==> src/rtl/stopwatch_counter.sv <==
// Stopwatch counter: centisecond count with run/pause/clear buttons and optional lap freeze (STOPWATCH_LAP_EN).
// Latency: a button rising edge is acted on at the clock edge where it is seen; its effect shows one cycle later.
// Backpressure: none; the buttons are debounced levels, so edges are never lost or stalled.
module stopwatch_counter #(
   parameter int CLK_HZ    = 50000000,
   parameter int TICK_HZ   = 100,
   parameter int MAX_COUNT = 36000000
) (
   input  logic        clk,
   input  logic        rst,
   input  logic        start_stop,
   input  logic        clear,
   input  logic        lap,
   output logic [31:0] time_out,
   output logic        running,
   output logic        lap_frozen
);

   localparam int DIV = CLK_HZ / TICK_HZ;
   localparam int PW  = (DIV > 1) ? $clog2(DIV) : 1;
   localparam logic [PW-1:0] PRESC_LAST = PW'(DIV - 1);
   localparam logic [31:0]   CNT_LAST   = 32'(MAX_COUNT - 1);

   localparam logic [1:0] ST_IDLE  = 2'd0;
   localparam logic [1:0] ST_RUN   = 2'd1;
   localparam logic [1:0] ST_PAUSE = 2'd2;

   logic [1:0]    state_q, state_d;
   logic [31:0]   count_q, count_d;
   logic [PW-1:0] presc_q, presc_d;
   logic          ss_prev, clr_prev;
   logic          ss_edge, clr_edge;
   logic          tick;
   logic          clear_now;
   logic          frozen_d;
   logic [31:0]   disp_d;

   assign ss_edge   = start_stop & ~ss_prev;
   assign clr_edge  = clear & ~clr_prev;
   // Clear only has effect from PAUSE, and it overrides a simultaneous start_stop.
   assign clear_now = (state_q == ST_PAUSE) && clr_edge;

   // Remember last button levels so each press is seen as a single rising edge.
   always_ff @(posedge clk or posedge rst) begin
      if (rst) begin
         ss_prev  <= 1'b0;
         clr_prev <= 1'b0;
      end else begin
         ss_prev  <= start_stop;
         clr_prev <= clear;
      end
   end

   // Next state, prescaler and count; the prescaler only advances on RUN cycles that stay in RUN,
   // so a pause freezes the partial tick and a fresh start waits a full DIV cycles.
   always_comb begin
      state_d = state_q;
      count_d = count_q;
      presc_d = presc_q;
      tick    = 1'b0;
      case (state_q)
         ST_IDLE: begin
            if (ss_edge) state_d = ST_RUN;
         end
         ST_RUN: begin
            if (ss_edge) begin
               state_d = ST_PAUSE;
            end else if (presc_q == PRESC_LAST) begin
               presc_d = '0;
               tick    = 1'b1;
            end else begin
               presc_d = presc_q + PW'(1);
            end
         end
         ST_PAUSE: begin
            if (clr_edge) begin
               state_d = ST_IDLE;
               count_d = '0;
               presc_d = '0;
            end else if (ss_edge) begin
               state_d = ST_RUN;
            end
         end
         default: begin
            state_d = ST_IDLE;
            count_d = '0;
            presc_d = '0;
         end
      endcase
      if (tick) count_d = (count_q == CNT_LAST) ? 32'd0 : count_q + 32'd1;
   end

   // Core state registers.
   always_ff @(posedge clk or posedge rst) begin
      if (rst) begin
         state_q <= ST_IDLE;
         count_q <= '0;
         presc_q <= '0;
      end else begin
         state_q <= state_d;
         count_q <= count_d;
         presc_q <= presc_d;
      end
   end

`ifdef STOPWATCH_LAP_EN
   logic        lap_prev;
   logic        lap_edge;
   logic        frozen_q;
   logic [31:0] snap_q, snap_d;

   assign lap_edge = lap & ~lap_prev;

   // Lap toggles the display freeze; the snapshot is the count being shown when lap was pressed.
   always_comb begin
      frozen_d = frozen_q;
      snap_d   = snap_q;
      if (clear_now) begin
         frozen_d = 1'b0;
         snap_d   = '0;
      end else if (lap_edge && (state_q != ST_IDLE)) begin
         if (frozen_q) begin
            frozen_d = 1'b0;
         end else begin
            frozen_d = 1'b1;
            snap_d   = count_q;
         end
      end
   end

   // Lap edge detector, freeze flag and snapshot.
   always_ff @(posedge clk or posedge rst) begin
      if (rst) begin
         lap_prev <= 1'b0;
         frozen_q <= 1'b0;
         snap_q   <= '0;
      end else begin
         lap_prev <= lap;
         frozen_q <= frozen_d;
         snap_q   <= snap_d;
      end
   end

   assign disp_d = frozen_d ? snap_d : count_d;
`else
   logic unused_lap;

   assign unused_lap = lap;
   assign frozen_d   = 1'b0;
   assign disp_d     = count_d;
`endif

   // Outputs are registered copies of the next-state values, so they line up with the state
   // and never have a combinational path from the buttons.
   always_ff @(posedge clk or posedge rst) begin
      if (rst) begin
         time_out   <= '0;
         running    <= 1'b0;
         lap_frozen <= 1'b0;
      end else begin
         time_out   <= disp_d;
         running    <= (state_d == ST_RUN);
         lap_frozen <= frozen_d;
      end
   end

endmodule

==> config.mk <==
export PLATFORM = sky130hd
export DESIGN_NAME = stopwatch_counter
export DESIGN_NICKNAME = d
export VERILOG_FILES = /design/src/rtl/stopwatch_counter.sv
export SDC_FILE = /design/constraint.sdc
export NUM_CORES = 1
export LEC_CHECK = 0
export ABC_AREA = 1
export BUFFER_PORTS_ARGS = -buffer_cell sky130_fd_sc_hd__buf_4
export CORE_MARGIN = 2
export CORE_UTILIZATION = 30
export CTS_BUF_LIST = sky130_fd_sc_hd__clkbuf_8
export CTS_CLUSTER_DIAMETER = 80
export CTS_CLUSTER_SIZE = 16
export DETAILED_ROUTE_END_ITERATION = 8
export SYNTH_ARGS = -nofsm -noshare
export SYNTH_HDL_FRONTEND = slang
export SYNTH_SLANG_ARGS = --single-unit
export TNS_END_PERCENT = 1
==> constraint.sdc <==
create_clock -name clk -period 2.1 [get_ports clk]
set_clock_uncertainty 0.1 [all_clocks]
set_input_delay 0.21 -clock clk [delete_from_list [all_inputs] [get_ports clk]]
set_output_delay 0.21 -clock clk [all_outputs]
set_load 0.02 [all_outputs]
# After elaboration in Yosys (flattened, before gate mapping)
# Cells that the tools add are included.
# totals
register_bits	56
in_bits	5
out_inout_bits	34
elab_cells	41
# classes
addsub	2
n_eq_ne	9
mux	15
bitwise_logic	5
reduce_logical	4
# ops
op	count
32-bit two-way mux	3
32-bit one-hot mux with 2 select lines	1
19-bit two-way mux	3
19-bit one-hot mux with 3 select lines	1
32-bit by 1-bit adder with 32-bit output, second input constant	1
32-bit by 26-bit equality test with 1-bit output, second input constant	1
19-bit by 1-bit adder with 19-bit output, second input constant	1
19-bit equality test, second input constant	1
2-bit two-way mux	3
2-bit one-hot mux with 3 select lines	1
2-bit by 1-bit equality test with 1-bit output, second input constant	2
2-bit inequality test, second input constant	2
1-bit two-way mux	3
3-bit inequality test, second input constant	1
1-bit NOT	3
3-bit AND reduction	1
1-bit bitwise AND	2
2-bit equality test, second input constant	1
2-bit logical NOT	1
2-bit by 1-bit inequality test with 1-bit output, second input constant	1
2-bit AND reduction	1
2-bit OR reduction	1

# Logic depth before layout (Yosys ltp)
# Gate-level depths: netlist of the first run.
# depth
ltp_word	6
ltp_mapped	10
ltp_nobuf	10

# Worst setup path before layout of the first run
# OpenSTA, ideal clock, no wires.
# synth_timing
path_kind	register to register
startpoint	reg time_out[0] (netlist name)
endpoint	reg time_out[12]
setup_time_ps	117
arrival_ps	1568
slack_ps	315
stages_incl_launch_ff	11
synth_period_minus_slack_ps	1785
cell_sequence	dfrtp_1 > ha_1 > inv_1 > nor2_4 > nand2_2 > nor2_2 > nand2_2 > inv_2 > nor2_1 > nand2_1 > nand2_1
# synth_lines
element	line_no	text
end signal, assigned	161	time_out <= disp_d;
end, declared	14	output logic [31:0] time_out,

# Worst setup path in the final report of the first run
# layout_timing
startpoint	reg presc_q[0]
endpoint	reg time_out[21]
# layout_between
elab_chain_len	6
elab_cells_between_ends	8
# layout_lines
element	line_no	text
start, declared	30	logic [PW-1:0] presc_q, presc_d;
start signal, assigned	102	presc_q <= presc_d;
19-bit equality test *	68	end else if (presc_q == PRESC_LAST) begin
1-bit two-way mux *	68	
1-bit two-way mux *	66	if (ss_edge) begin
1-bit two-way mux *	61	case (state_q)
3-bit inequality test (no source line) / 2-bit by 1-bit inequality test with 1-bit output (equally long branches)	n/a	
2-bit AND reduction (no source line)	n/a	
# Every way passes the cells marked *; elsewhere a longest branch is shown, timed or not.
# A chain may end at the register's enable or synchronous reset.

==> results of run 1 <==
## per-stage QoR
step / std cells / worst slack, ps / area, µm² / hold WS (ps)
2_1_floorplan: 578 / 315.2 / 3835 / 141.4
3_3_place_gp: 788 / 217.1 / 4360 / 157.7
3_5_place_dp: 788 / 179.7 / 4360 / 158.4
4_1_cts: 799 / 109.8 / 4481 / 340.6
5_1_grt: 799 / 3.784 / 4488 / 373.3
6_report: 799 / 160.1 / 4488 / 348.2
## flip-flops by register name (all words and copies together), names as in the netlist
| name | flops |
|---|---|
| clr_prev | 1 |
| state_q | 2 |
| time_out | 32 |
| running | 1 |
| presc_q | 19 |
| ss_prev | 1 |
## what timing repair did
| item | in CTS | in global routing |
|---|---|---|
| endpoints found under the hold margin | 22 | 0 |
| buffers inserted | 0 | 0 |
| setup endpoints to repair | 0 | 32 |
| hold buffers | 3 | 0 |
| resized for setup | 0 | 2 |
## worst max-delay path: cells and delay by family, from the launching register on
family	cells	cell delay [ps]
adders and majority gates	1	280
AOI/OAI and AO/OA	1	140
DFF	1	500
buffers and inverters	2	280
and+or+nand+nor	4	540
## worst paths after layout
kind	slack (ps)	end	depth (start not counted)
setup / recovery	160	time_out[21]	8
hold / removal	350	state_q[0]	3
hold reg to reg	440	presc_q[17]	2
max in group asynchronous	890	time_out[31]	4
min in group clk	440	clr_prev	2
setup reg to reg	160	time_out[21]	8
## cell type report
cell class | count | area [µm²] | share of cell area
inverter | 60 | 225.2 | 0.05018
clock inverter | 3 | 21.27 | 0.004739
sequential | 56 | 1401 | 0.3122
clock buffer | 5 | 68.82 | 0.01533
tap | 172 | 215.2 | 0.04795
multi-input combinational | 454 | 2156 | 0.4803
timing repair buffer | 49 | 400.4 | 0.08921
## cell families after synthesis
logic type                 after synthesis  share of synthesized area
AOI/OAI and AO/OA                       42                    0.07569
xor gates and xnor gates                20                    0.04567
adders and majority gates                2                   0.006524
buffers and inverters                   68                    0.07438
DFF                                     56                     0.3654
other                                    1                  0.0009779
and+or+nand+nor                        389                     0.4313
## cell usage after synthesis
cell type	n
and3_1	1
nand3_1	36
ha_1	2
dfrtp_1	56
nand2_1	214
nand4_1	9
buf_4	3
nor2_1	101
o21ai_2	20
xnor2_1	4
buf_6	2
nand3b_1	3
nor2b_1	1
nor3_1	2
inv_2	6
o21bai_1	2
o21ai_0	9
nand4_4	1
nor3_2	1
nand3_2	1
inv_1	54
nor2_4	5
o21ai_1	7
xor2_1	16
nor2_2	7
nand2_4	1
conb_1	1
a21oi_1	4
nand2_2	6
buf_2	3
## report_power, final
part | leakage (nW) | switching (mW) | total (mW) | internal [mW]
combinational | 1.10 | 0.278 | 0.398 | 0.120
clock | 0.0445 | 0.396 | 0.634 | 0.239
sequential | 0.773 | 0.0479 | 1.17 | 1.12
total | 1.91 | 0.722 | 2.20 | 1.48
## layer usage
layer,vias up,share of wire,GRT usage
li1,1886,-,-
met1,1684,0.49,0.2327
met2,94,0.45,0.2435
met3,13,0.043,0.01957
met4,0,0.016,0.04471
met5,-,0,0
==> impl_metrics.csv, run 1 <==
group,metric,value,unit
placement,io_buffers,36,
power_and_ir_drop,vdd_drop_max,0.0004811,V
floorplanning,fp-row-count,41,
min_path,hold_path_class,"in2async",
clock_network,clock_path_buffers,2,
yosys,synth_seq_cells,56,
detailed_routing,vias,3677,
worst_setup_path,cp_cell_sequence,"ha_2 -> inv_2 -> nor2_4 -> nand3_2 -> nor2_4 -> nand4_4 -> buf_12 -> o21ai_1",
sta,slew_violations,0,
sta,post-route-min-period,1940,ps
global_route,grt_pass1_wl,17040,µm
layout,syn_to_final_growth,17.03,%
global_route,grt_overflow,0,
sta,setup_violations,0,
global_route,grt_pass1_vias,3373,
worst_setup_path,worstPathArrival,2090,ps
clock_network,cts_tree,"done",
detailed_routing,detail_route.vias_per_cell,4.602,
layout,final_util,0.3571,
layout,fillers,1361,
clock_network,clockRootBuffer,"clkbuf_8",
clock_network,htreeDepth,2,
worst_setup_path,worstSetupStartpoint,"presc_q[0]",
global_route,grtUsageTotal,0.1578,
yosys,synth.cell_area,3835,µm²
worst_setup_path,cpMaxStageDelayCell,"dfrtp_1",
detailed_routing,drt_pre_antenna_iters,5,
placement,hpwl,8050,µm
run,drv_cap,0,
global_route,antenna_found_initial,0,
power_and_ir_drop,p_leak,1.913,nW
yosys,ys_types,30,
sta,timing.fmax,515.5,MHz
layout,layout-drive-gt1-share,0.1675,
clock_network,clkTransAtPathRegs,110,ps
layout,antennaDiodeCount,0,
yosys,syn_avg_cell_area,6.635,µm²
worst_setup_path,cp_common_cell,"nor2_4",
layout,nets,633,
sta,min_period_over_period,0.9237,
floorplanning,fp.dieW,117.1,µm
detailed_routing,route.detailed.drc,0,
floorplanning,start_util,0.3051,
outcome,outcome,"complete, no violations",
worst_setup_path,path_max_fanout,19,
detailed_routing,antenna_left,0,
layout,mostFrequentLayoutCell,"nand2_1",
detailed_routing,routedWlPerCell,13.00,µm
sta,rsz0062_at_grt,"no",
sta,finalSetupTns,0,ps
floorplanning,die_y,117.1,µm
worst_setup_path,critPathLaunchType,"register",
yosys,synth_area_leaders,"dfrtp_1, nand2_1, nor2_1",
clock_network,cts_sinks,56,
floorplanning,core_area,12570,µm²
worst_setup_path,worstSetupPathType,"reg2reg",
floorplanning,die_area,13700,µm²
layout,final_cell_mix,"nand2_1, nor2_1, dfrtp_1",
clock_network,cts_buffers,5,
yosys,synth_warnings,0,
yosys,ys_seq_area_frac,0.3654,
floorplanning,ios,39,
power_and_ir_drop,power.total,2.198,mW
power_and_ir_drop,powerDensity,489.8,nW/µm²
clock_network,clock_latency,320,ps
sta,hold_violations,0,
yosys,synth_top_area_frac,0.3654,
worst_setup_path,cp-end-kind,"register",
placement,gp_congestion,0.9682,
detailed_routing,drt_iter0_markers,193,
worst_setup_path,critPathRequiredTime,2250,ps
worst_setup_path,cpPeakStageDelay,500,ps
detailed_routing,drt_wl_total,10390,µm
worst_setup_path,r2r-start,"presc_q[0]",
yosys,synthCells,578,
yosys,synth_top_area_cell,"dfrtp_1",
yosys,synth_nets,585,
global_route,grt_max_degree,33,
No activity file was read; power rests on OpenSTA's default activity.
==> inputs of run 2 (changes only) <==
--- a/config.mk
+++ b/config.mk
@@ -7,12 +7,14 @@
 export LEC_CHECK = 0
 export ABC_AREA = 1
 export BUFFER_PORTS_ARGS = -buffer_cell sky130_fd_sc_hd__buf_4
+export CELL_PAD_IN_SITES_DETAIL_PLACEMENT = 2
+export CELL_PAD_IN_SITES_GLOBAL_PLACEMENT = 2
 export CORE_MARGIN = 2
 export CORE_UTILIZATION = 30
 export CTS_BUF_LIST = sky130_fd_sc_hd__clkbuf_8
-export CTS_CLUSTER_DIAMETER = 80
 export CTS_CLUSTER_SIZE = 16
 export DETAILED_ROUTE_END_ITERATION = 8
+export PLACE_DENSITY_LB_ADDON = 0.1
 export SYNTH_ARGS = -nofsm -noshare
 export SYNTH_HDL_FRONTEND = slang
 export SYNTH_SLANG_ARGS = --single-unit
==> impl_metrics.csv, run 2 (synthesis results as in run 1) <==
group,metric,value,unit
layout,nets,632,
floorplanning,fp.dieW,117.1,µm
worst_setup_path,path_max_fanout,8,
layout,layout-drive-gt1-share,0.1613,
layout,top_regs,"time_out: 32 flops, presc_q: 19 flops, state_q: 2 flops",
detailed_routing,antenna_left,0,
worst_setup_path,cpMaxStageDelayCell,"dfrtp_1",
clock_network,htreeDepth,2,
global_route,grt_pass1_wl,22110,µm
clock_network,cts_hold_buf,3,
clock_network,post_cts_buffers,0,
detailed_routing,drt_iter0_markers,140,
placement,io_buffers,36,
layout,mostFrequentLayoutCell,"nand2_1",
sta,min_period_over_period,0.9335,
worst_setup_path,worstPathArrival,2110,ps
floorplanning,core_area,12570,µm²
power_and_ir_drop,powerDensity,524.5,nW/µm²
detailed_routing,drt_wl_total,13370,µm
clock_network,clkTransAtPathRegs,120,ps
layout,antennaDiodeCount,0,
run,drv_cap,0,
sta,setup_violations,0,
layout,regMostFlops,"time_out",
floorplanning,die_area,13700,µm²
detailed_routing,vias,3821,
floorplanning,ios,39,
detailed_routing,routedWlPerCell,16.75,µm
worst_setup_path,r2r-start,"time_out[0]",
worst_setup_path,cp_cell_sequence,"ha_1 -> inv_1 -> nor2_4 -> nand2_2 -> nor2_2 -> nand2_2 -> inv_2 -> nor2_1 -> nand2_1 -> nand2_1",
clock_network,cts_tree,"done",
layout,final_cell_mix,"nand2_1, nor2_1, dfrtp_1",
detailed_routing,drt_pre_antenna_iters,4,
worst_setup_path,critPathRequiredTime,2250,ps
sta,slew_violations,0,
sta,finalSetupTns,0,ps
power_and_ir_drop,p_leak,1.921,nW
worst_setup_path,cp-end-kind,"register",
global_route,antenna_found_initial,0,
worst_setup_path,critPathLaunchType,"register",
clock_network,clock_path_buffers,2,
power_and_ir_drop,vdd_drop_max,0.0004325,V
placement,hpwl,10440,µm
sta,rsz0062_at_grt,"no",
layout,largest_reg_flops,32,
detailed_routing,route.detailed.drc,0,
sta,timing.fmax,510.1,MHz
worst_setup_path,worstSetupStartpoint,"time_out[0]",
clock_network,cts-resized-gates,0,
clock_network,cts_sinks,56,
worst_setup_path,worst-path-buf-inv,2,
clock_network,clock_latency,350,ps
floorplanning,fp-row-count,41,
sta,hold_violations,0,
min_path,hold_path_class,"in2async",
clock_network,cts_buffers,5,
global_route,grt_max_degree,57,
worst_setup_path,worstSetupPathType,"reg2reg",
global_route,grt_overflow,0,
sta,post-route-min-period,1960,ps
clock_network,clockRootBuffer,"clkbuf_8",
placement,placed_cell_area,4353,µm²
worst_setup_path,path_delay_family,"simple AND/OR/NAND/NOR gates",
layout,fin_area,4494,µm²
outcome,outcome,"complete, no violations",
global_route,grt_pass1_vias,4082,
placement,gp_congestion,0.8253,
layout,syn_to_final_growth,17.19,%
detailed_routing,detail_route.vias_per_cell,4.788,
worst_setup_path,cpPeakStageDelay,470,ps
floorplanning,start_util,0.3051,
global_route,grtUsageTotal,0.2138,
worst_setup_path,r2r_slack,140,ps
floorplanning,die_y,117.1,µm
-- run 2: changes by cell type in the layout (fill, tap and decap cells not counted) --
cell / change
inv_1: +1
clkinv_2: -1
ha_1: +1
buf_4: -1
nand3_2: -1
ha_2: -1
nand3_1: +1
bufinv_16: +1
clkinvlp_4: -1
-- run 2: per-stage QoR --
step	cells	hold slack [ps]	utilization	total power [mW]	setup WS, ps
after global placement	787	208.1	0.3463	1.578	200.0
after CTS	798	376.5	0.3576	2.414	162.2
after detailed placement	787	214.7	0.3463	1.592	184.1
after global routing	798	391.2	0.3576	2.491	3.063
after floorplan	578	141.4	-	1.441	315.2
final	798	362.5	0.3576	2.357	139.7
-- run 2: worst min-delay path: stages --
cell           delay, ps
dlygate4sd3_1        540
buf_4                140
inv_2                 60
buf_12               280
-- run 2: final cells by class --
| cell class | instances | area, µm² |
|---|---|---|
| timing repair buffer | 48 | 392.9 |
| sequential | 56 | 1401 |
| fill | 1567 | 8074 |
| tap | 172 | 215.2 |
| multi-input combinational | 454 | 2148 |
| clock inverter | 3 | 42.54 |
| clock buffer | 5 | 68.82 |
| inverter | 60 | 225.2 |
-- run 2: final timing paths --
path / cells after the start / end
hold reg to reg: 2 / presc_q[1]
max in group asynchronous: 4 / time_out[21]
setup / recovery: 10 / time_out[12]
min in group clk: 2 / clr_prev
setup reg to reg: 10 / time_out[12]
hold / removal: 4 / presc_q[15]
-- run 2: per-layer routing --
layer | track usage | routed length, µm
met5 | 0 | 0
met4 | 0.05961 | 184
met3 | 0.02678 | 271
met2 | 0.3141 | 5706
met1 | 0.3283 | 7204
-- run 2: power breakdown --
group | internal, mW | switching [mW] | total, mW | leakage, nW
combinational | 0.109 | 0.301 | 0.409 | 1.09
clock | 0.357 | 0.436 | 0.793 | 0.0599
sequential | 1.12 | 0.0367 | 1.15 | 0.773
total | 1.58 | 0.773 | 2.36 | 1.92
